`config.mk`:
```
export PLATFORM = sky130hd
export DESIGN_NAME = interrupt_ctrl_flat
export DESIGN_NICKNAME = d
export VERILOG_FILES = /design/src/rtl/interrupt_ctrl_if.sv /design/src/rtl/interrupt_ctrl.sv /design/src/flat_wrapper.sv
export SDC_FILE = /design/constraint.sdc
export NUM_CORES = 1
export LEC_CHECK = 0
export BUFFER_PORTS_ARGS = -buffer_cell sky130_fd_sc_hd__buf_2
export CAP_MARGIN = 20
export CORE_MARGIN = 4
export CORE_UTILIZATION = 50
export DETAILED_ROUTE_END_ITERATION = 16
export PLACE_DENSITY = 0.9
export SYNTH_ARGS = -nofsm -noshare
export SYNTH_HDL_FRONTEND = slang
export SYNTH_SLANG_ARGS = --single-unit
```
`constraint.sdc`:
```
create_clock -name clk -period 2.5 [get_ports clk]
set_input_delay 0.5 -clock clk [delete_from_list [all_inputs] [get_ports clk]]
set_output_delay 0.5 -clock clk [all_outputs]
set_load 0.05 [all_outputs]
```
`src/rtl/interrupt_ctrl_if.sv`:
```
// rtl/interrupt_ctrl_if.sv - CPU bus, handshake and source signals of the interrupt controller
interface interrupt_ctrl_if;
  logic [4:0]  irq_src;
  logic [4:0]  src_ack;
  logic [15:0] address;
  logic [7:0]  din;
  logic        we_n;
  logic [7:0]  dout;
  logic        ime;
  logic        int_req;
  logic        cpu_ack;
  logic [15:0] vector;
  logic        wake;

  modport master (
    output irq_src, address, din, we_n, ime, cpu_ack,
    input  src_ack, dout, int_req, vector, wake
  );

  modport slave (
    input  irq_src, address, din, we_n, ime, cpu_ack,
    output src_ack, dout, int_req, vector, wake
  );
endinterface

```
`src/rtl/interrupt_ctrl.sv`:
```
// rtl/interrupt_ctrl.sv - IF/IE registers, edge capture, fixed-priority arbitration and CPU handshake
module interrupt_ctrl (
  input logic           clk,
  input logic           Reset,
  interrupt_ctrl_if.slave bus
);

  typedef enum logic [1:0] {IDLE, REQ, SERVE} state_t;

  state_t      state, state_next;
  logic [4:0]  if_q, prev_q, src_ack_q;
  logic [7:0]  ie_q;
  logic [15:0] vector_q;
  logic [4:0]  rise, pend, clr, win_onehot;
  logic [15:0] win_vector;
  logic        wr_if, wr_ie, take_ack;

  assign rise  = bus.irq_src & ~prev_q;
  assign pend  = if_q & ie_q[4:0];
  assign wr_if = !bus.we_n && (bus.address == 16'hFF0F);
  assign wr_ie = !bus.we_n && (bus.address == 16'hFFFF);

  // Scan from the lowest-priority bit upward so the lowest set bit is left standing.
  always_comb begin
    win_onehot = '0;
    win_vector = 16'h0040;
    for (int i = 4; i >= 0; i--) begin
      if (pend[i]) begin
        win_onehot = 5'b00001 << i;
        win_vector = 16'h0040 + (16'(i) << 3);
      end
    end
  end

  always_ff @(posedge clk) begin
    if (Reset) state <= IDLE;
    else       state <= state_next;
  end

  always_comb begin
    state_next = state;
    clr        = '0;
    take_ack   = 1'b0;
    case (state)
      IDLE:  if (bus.ime && pend != 5'd0) state_next = REQ;
      REQ: begin
        if (!bus.ime || pend == 5'd0) begin
          state_next = IDLE;
        end else if (bus.cpu_ack) begin
          take_ack   = 1'b1;
          clr        = win_onehot;
          state_next = SERVE;
        end
      end
      SERVE: if (!bus.cpu_ack) state_next = IDLE;
      default: state_next = IDLE;
    endcase
  end

  // A rising edge in the same cycle as a clear or write always leaves its bit set.
  always_ff @(posedge clk) begin
    if (Reset) begin
      if_q      <= '0;
      ie_q      <= '0;
      prev_q    <= '0;
      vector_q  <= '0;
      src_ack_q <= '0;
    end else begin
      prev_q    <= bus.irq_src;
      if_q      <= ((wr_if ? bus.din[4:0] : if_q) & ~clr) | rise;
      if (wr_ie) ie_q <= bus.din;
      if (take_ack) vector_q <= win_vector;
      src_ack_q <= take_ack ? win_onehot : 5'd0;
    end
  end

  always_comb begin
    case (bus.address)
      16'hFF0F: bus.dout = {3'b111, if_q};
      16'hFFFF: bus.dout = ie_q;
      default:  bus.dout = 8'hFF;
    endcase
  end

  assign bus.int_req = (state == REQ);
  assign bus.vector  = vector_q;
  assign bus.src_ack = src_ack_q;
  assign bus.wake    = |pend;

endmodule

```
`src/flat_wrapper.sv`:
```
// flat-port wrapper written by rule: the top's interface ports become plain ports
module interrupt_ctrl_flat 
  (clk, Reset, bus_irq_src, bus_address, bus_din, bus_we_n, bus_ime, bus_cpu_ack, bus_src_ack, bus_dout, bus_int_req, bus_vector, bus_wake);
  interrupt_ctrl_if bus_i ();
  input logic clk;
  input logic Reset;
  input wire logic [$bits(bus_i.irq_src)-1:0] bus_irq_src;
  input wire logic [$bits(bus_i.address)-1:0] bus_address;
  input wire logic [$bits(bus_i.din)-1:0] bus_din;
  input wire logic [$bits(bus_i.we_n)-1:0] bus_we_n;
  input wire logic [$bits(bus_i.ime)-1:0] bus_ime;
  input wire logic [$bits(bus_i.cpu_ack)-1:0] bus_cpu_ack;
  output wire logic [$bits(bus_i.src_ack)-1:0] bus_src_ack;
  output wire logic [$bits(bus_i.dout)-1:0] bus_dout;
  output wire logic [$bits(bus_i.int_req)-1:0] bus_int_req;
  output wire logic [$bits(bus_i.vector)-1:0] bus_vector;
  output wire logic [$bits(bus_i.wake)-1:0] bus_wake;
  assign bus_i.irq_src = bus_irq_src;
  assign bus_i.address = bus_address;
  assign bus_i.din = bus_din;
  assign bus_i.we_n = bus_we_n;
  assign bus_i.ime = bus_ime;
  assign bus_i.cpu_ack = bus_cpu_ack;
  assign bus_src_ack = bus_i.src_ack;
  assign bus_dout = bus_i.dout;
  assign bus_int_req = bus_i.int_req;
  assign bus_vector = bus_i.vector;
  assign bus_wake = bus_i.wake;
  interrupt_ctrl u_core (.clk(clk), .Reset(Reset), .bus(bus_i));
endmodule
```
; ---- Word-level counts from Yosys, hierarchy flattened
; Index checks and enable logic that the tools add are counted.
[word_totals]
regBits = 41
inputBits = 34
out_inout_bits = 31
[op_classes]
n_eq_ne = 7
muxes = 23
bitwise = 7
n_reduce_logical = 12
[op_table]
columns = op, count
row1 = 2-to-1 mux 5 bit, 9
row2 = "== test 16 bit, second input constant", 2
row3 = 2-to-1 mux 6 bit, 5
row4 = one-hot mux 8 bit (2 select lines), 1
row5 = bitwise AND 5 bit, 3
row6 = NOT 5 bit, 2
row7 = 2-to-1 mux 2 bit, 4
row8 = one-hot mux 2 bit (3 select lines), 1
row9 = zero test 5 bit, 1
row10 = bitwise OR 5 bit, 1
row11 = nonzero test 5 bit, 1
row12 = OR reduction 5 bit, 1
row13 = logical AND 1 bit, 3
row14 = 2-to-1 mux 1 bit, 3
row15 = "inequality test 3 x 2 -> 1 bit, second input constant", 1
row16 = AND reduction 3 bit, 1
row17 = "== test 2 x 1 -> 1 bit, second input constant", 1
row18 = "== test 2 bit, second input constant", 1
row19 = zero test 1 bit, 2
row20 = zero test 2 bit, 1
row21 = "inequality test 2 x 1 -> 1 bit, second input constant", 1
row22 = "inequality test 2 bit, second input constant", 1
row23 = OR reduction 2 bit, 1
row24 = logical OR 1 bit, 1
row25 = NOT 1 bit, 1

; ---- Logic depth before layout (Yosys ltp)
[depth]
depth_word = 12
depth_mapped = 6
mapped_depth_nobuf = 4

; ---- Worst setup path after synthesis
; OpenSTA, ideal clock, no wires.
[synth_path]
path_type = in2out
from = input port bus_address[5]
to = output port bus_dout[1]
arrival_time_ns = 1.706
setup_slack_ns = 0.294
stages = 5
n_path_buf = 1
path_cell_list = nor4_4 and4_1 buf_6 nor2_4 a221o_1
[synth_via]
elab_chain_cells = 2
word_cells_on_any_way = 3
[synth_rtl]
columns = element, line_no
row1 = from (decl), flat_wrapper.sv:8  ; input wire logic [$bits(bus_i.address)-1:0] bus_address;
row2 = == test 16 bit, interrupt_ctrl.sv:78  ; case (bus.address)
row3 = one-hot mux 8 bit (2 select lines) *, interrupt_ctrl.sv:78
row4 = to (decl), flat_wrapper.sv:14  ; output wire logic [$bits(bus_i.dout)-1:0] bus_dout;
; Mark *: on every way between the ends. The rest lies on a longest branch, timed or not.

; ---- Final worst setup path
[layout_path]
from = input port bus_address[5]
to = output port bus_dout[2]
; The elaborated chain is that of the path after synthesis.

==> summary.md <==
| Metric | Value |
|---|---|
| Run status | `finished, final reports clean` |
| Initial Util | `52.5%` |
| Reg2reg start | `u_core.if_q[0]` |
| Placed Area | `1660 sq um` |
| Rows | `19` |
| Fraction of layout cells with a size suffix above 1 | `30.1%` |
| Final Critical Period | `2.39 ns` |
| DIE AREA | `3820 sq um` |
| Ys flop type | `dfxtp_1` |
| P_sw | `226 uW` |
| Worst hold start | `bus_irq_src[3]` |
| Routability cong. | `0.818` |
| I/O Buffers | `52` |
| Arr. time, crit path | `1.89 ns` |
| Syn Area/Cell | `8.89 sq um` |
| Comb power frac | `11.9%` |
| Yosys top cell by area | `dfxtp_1` |
| Internal | `639 uW` |
| Ant diodes | `0` |
| Total vias in the final route | `1406` |
| Inserted Clock Buffers | `5` |
| Syn. warnings | `0` |
| Crit Path Class | `in -> out` |
| Die Wd | `61.8 um` |
| Number of DRC markers in iteration 0 | `64` |
| Cells after synthesis | `163` |
| LEAKAGE | `0.726 nW` |
| # Post-CTS Setup Buffers | `0` |
| Fin area | `1710 sq um` |
| All-layer global routing usage | `18.3%` |
| Placed Cells incl. Taps | `240` |
| DP Wirelength | `2540 um` |
| Sequential Power Share | `56.1%` |
| Max-slew headroom at the worst pin | `65.1%` |
| Hold Buf Count CTS | `0` |
| Die Y | `61.8 um` |
| Hold slack | `0.389 ns` |
| Max Buffers Root-to-Sink | `2` |
| CTS resizes | `0` |
| Pwr/cell area | `504 nW/um^2` |
| Post-synthesis sequential area ratio | `40.1%` |
| Clock latency on the worst-skew pair | `0.32 ns` |
| Setup ws final | `0.107 ns` |
| Max stage delay cell, worst path | `and4_1` |
| Final std cells w/o fill | `247` |
| Final Routed Wirelength | `3250 um` |
| Largest net degree at the start of global routing | `33` |
| Global-route wire length before repair | `5260 um` |
| Gr ovfl total | `0` |
| Mapped Area | `1450 sq um` |
| Antenna Nets Post-Route | `0` |
| Most frequent cells in the layout | `buf_2 (52), dfxtp_1 (29), nand2_1 (14)` |
| Drt pass-1 iters | `4` |
| Vias in the first global route | `1248` |
| Number of top-level pins | `65` |
| Peak supply drop | `0.391 mV` |
| Synth cell types | `36` |
| Util after Layout | `62.2%` |
| Synth Register Bits | `29` |
| Final Max Slew Viols | `0` |
| Worst-Margin Slew | `0.524 ns` |
| Max Freq | `0.418 GHz` |
| Slowest stage delay, CP | `0.42 ns` |
| Number of enable flip-flop cells after synthesis | `0` |
| Clock Tree Root | `clkbuf_4` |
| Drt drc | `0` |
| Most used cell, CP | `buf_2` |
| DR vias/cell | `5.69` |
| Synth top area cells | `dfxtp_1 (40%), buf_4 (6.2%), a21oi_1 (4.5%), nand2_1 (3.6%), nand2b_1 (3.5%)` |
| H-tree Lvls | `2` |
| CP Max Fanout | `7` |
| Worst Setup SP | `bus_address[5]` |
| Clock share of power | `32.0%` |
| Pre-CTS WS | `0.107 ns` |
| Max Clock Skew | `0.00960 ns` |
| Critical Path Sink Type | `output pin` |
| Critical Path, Cell by Cell | `buf_2 > nor4_4 > and4_1 > nor2_4 > a221o_1 > buf_2` |
| Pwr Total | `865 uW` |
| Hold Crit Class | `in -> reg` |
| CTS Sinks | `29` |
| Crit start category | `input port` |
| Layout area overhead | `18.3%` |
| CP Data Required Time | `2.00 ns` |
| Synth top area share | `40.1%` |
| Core footprint | `2760 sq um` |
| Sw frac | `26.1%` |
| Ys async rst share | `0%` |
| Worst-path clk slew | `0.08 ns` |
| RSZ-0062 raised after global routing | `false` |
| Antenna violations before repair | `0` |
| Part of the cycle the worst path needs | `95.7%` |
| Final nets | `250` |
| Most common cell after layout, fill and taps aside | `buf_2` |
| Setup TNS | `0 ns` |
| CTS tree | `built` |
| Setup-failing EPs final | `0` |
| Max cap viols | `0` |
| Final hold violation count | `0` |
| Wirelength per Cell | `13.1 um` |
## state kept, by name (all words and copies together), names as in the netlist
| name | flops |
|---|---|
| u_core.ie_q | 8 |
| u_core.prev_q | 5 |
| u_core.if_q | 5 |
| u_core.bus.src_ack | 5 |
| u_core.state | 2 |
| u_core.bus.vector | 4 |
## routing by layer
metal	vias up	wire [um]	GRT usage (%)	share of wire [%]
met5	-	0	0	0
met4	0	48	8.18	1.5
met3	7	253	4.34	7.8
met2	64	1600	30.2	49
met1	653	1340	22.8	41
li1	682	-	-	-
## power by group through the flow
stage | logic, mW | registers (mW) | clock network (mW)
6_report | 0.103 | 0.485 | 0.277
3_3_place_gp | 0.0991 | 0.495 | 0
4_1_cts | 0.102 | 0.485 | 0.281
5_1_grt | 0.112 | 0.488 | 0.304
2_1_floorplan | 0.0811 | 0.492 | 0
3_5_place_dp | 0.102 | 0.496 | 0
## worst paths after layout
path	slack, ns	cells after the start	to
worst min-delay path	0.39	3	u_core.prev_q[3]
worst max-delay path	0.11	6	bus_dout[2]
worst max register to register	1.04	4	u_core.if_q[2]
worst min register to register	0.45	2	u_core.bus.vector[6]
## logic make-up (layout without fill, tap and decap cells)
family,after synthesis,after routing,synth area share (%)
buf+inv,26,68,12.1
compound gates,39,39,17.7
other cells,1,12,0.259
simple gates,68,68,29.9
flops,29,29,40.1
## layout make-up
cell class              count  area, sq um
inverters                   6         22.5
clock buffers               7         55.1
fillers                   251         1040
flip-flops and latches     29          581
well taps                  31         38.8
repair buffers             55          283
multi-input cells         119          734
## worst max-delay path: cells and delay by family
| kind | cells | cell delay, ns |
|---|---|---|
| and+or+nand+nor | 3 | 0.79 |
| buffers and inverters | 2 | 0.33 |
| AOI/OAI and AO/OA | 1 | 0.27 |
## cell usage after synthesis (3+ instances only)
library cell,number
a21oi_1,13
a221o_1,4
a22oi_1,4
and4_1,5
buf_4,12
clkbuf_1,4
dfxtp_1,29
inv_1,6
nand2_1,14
nand2b_1,8
nand3_1,10
nand3b_1,4
nand4_1,5
nand4b_1,3
nor2b_1,5
nor3_1,3
o21ai_0,9
o221ai_1,5
Power figures use the tool's default switching activity.
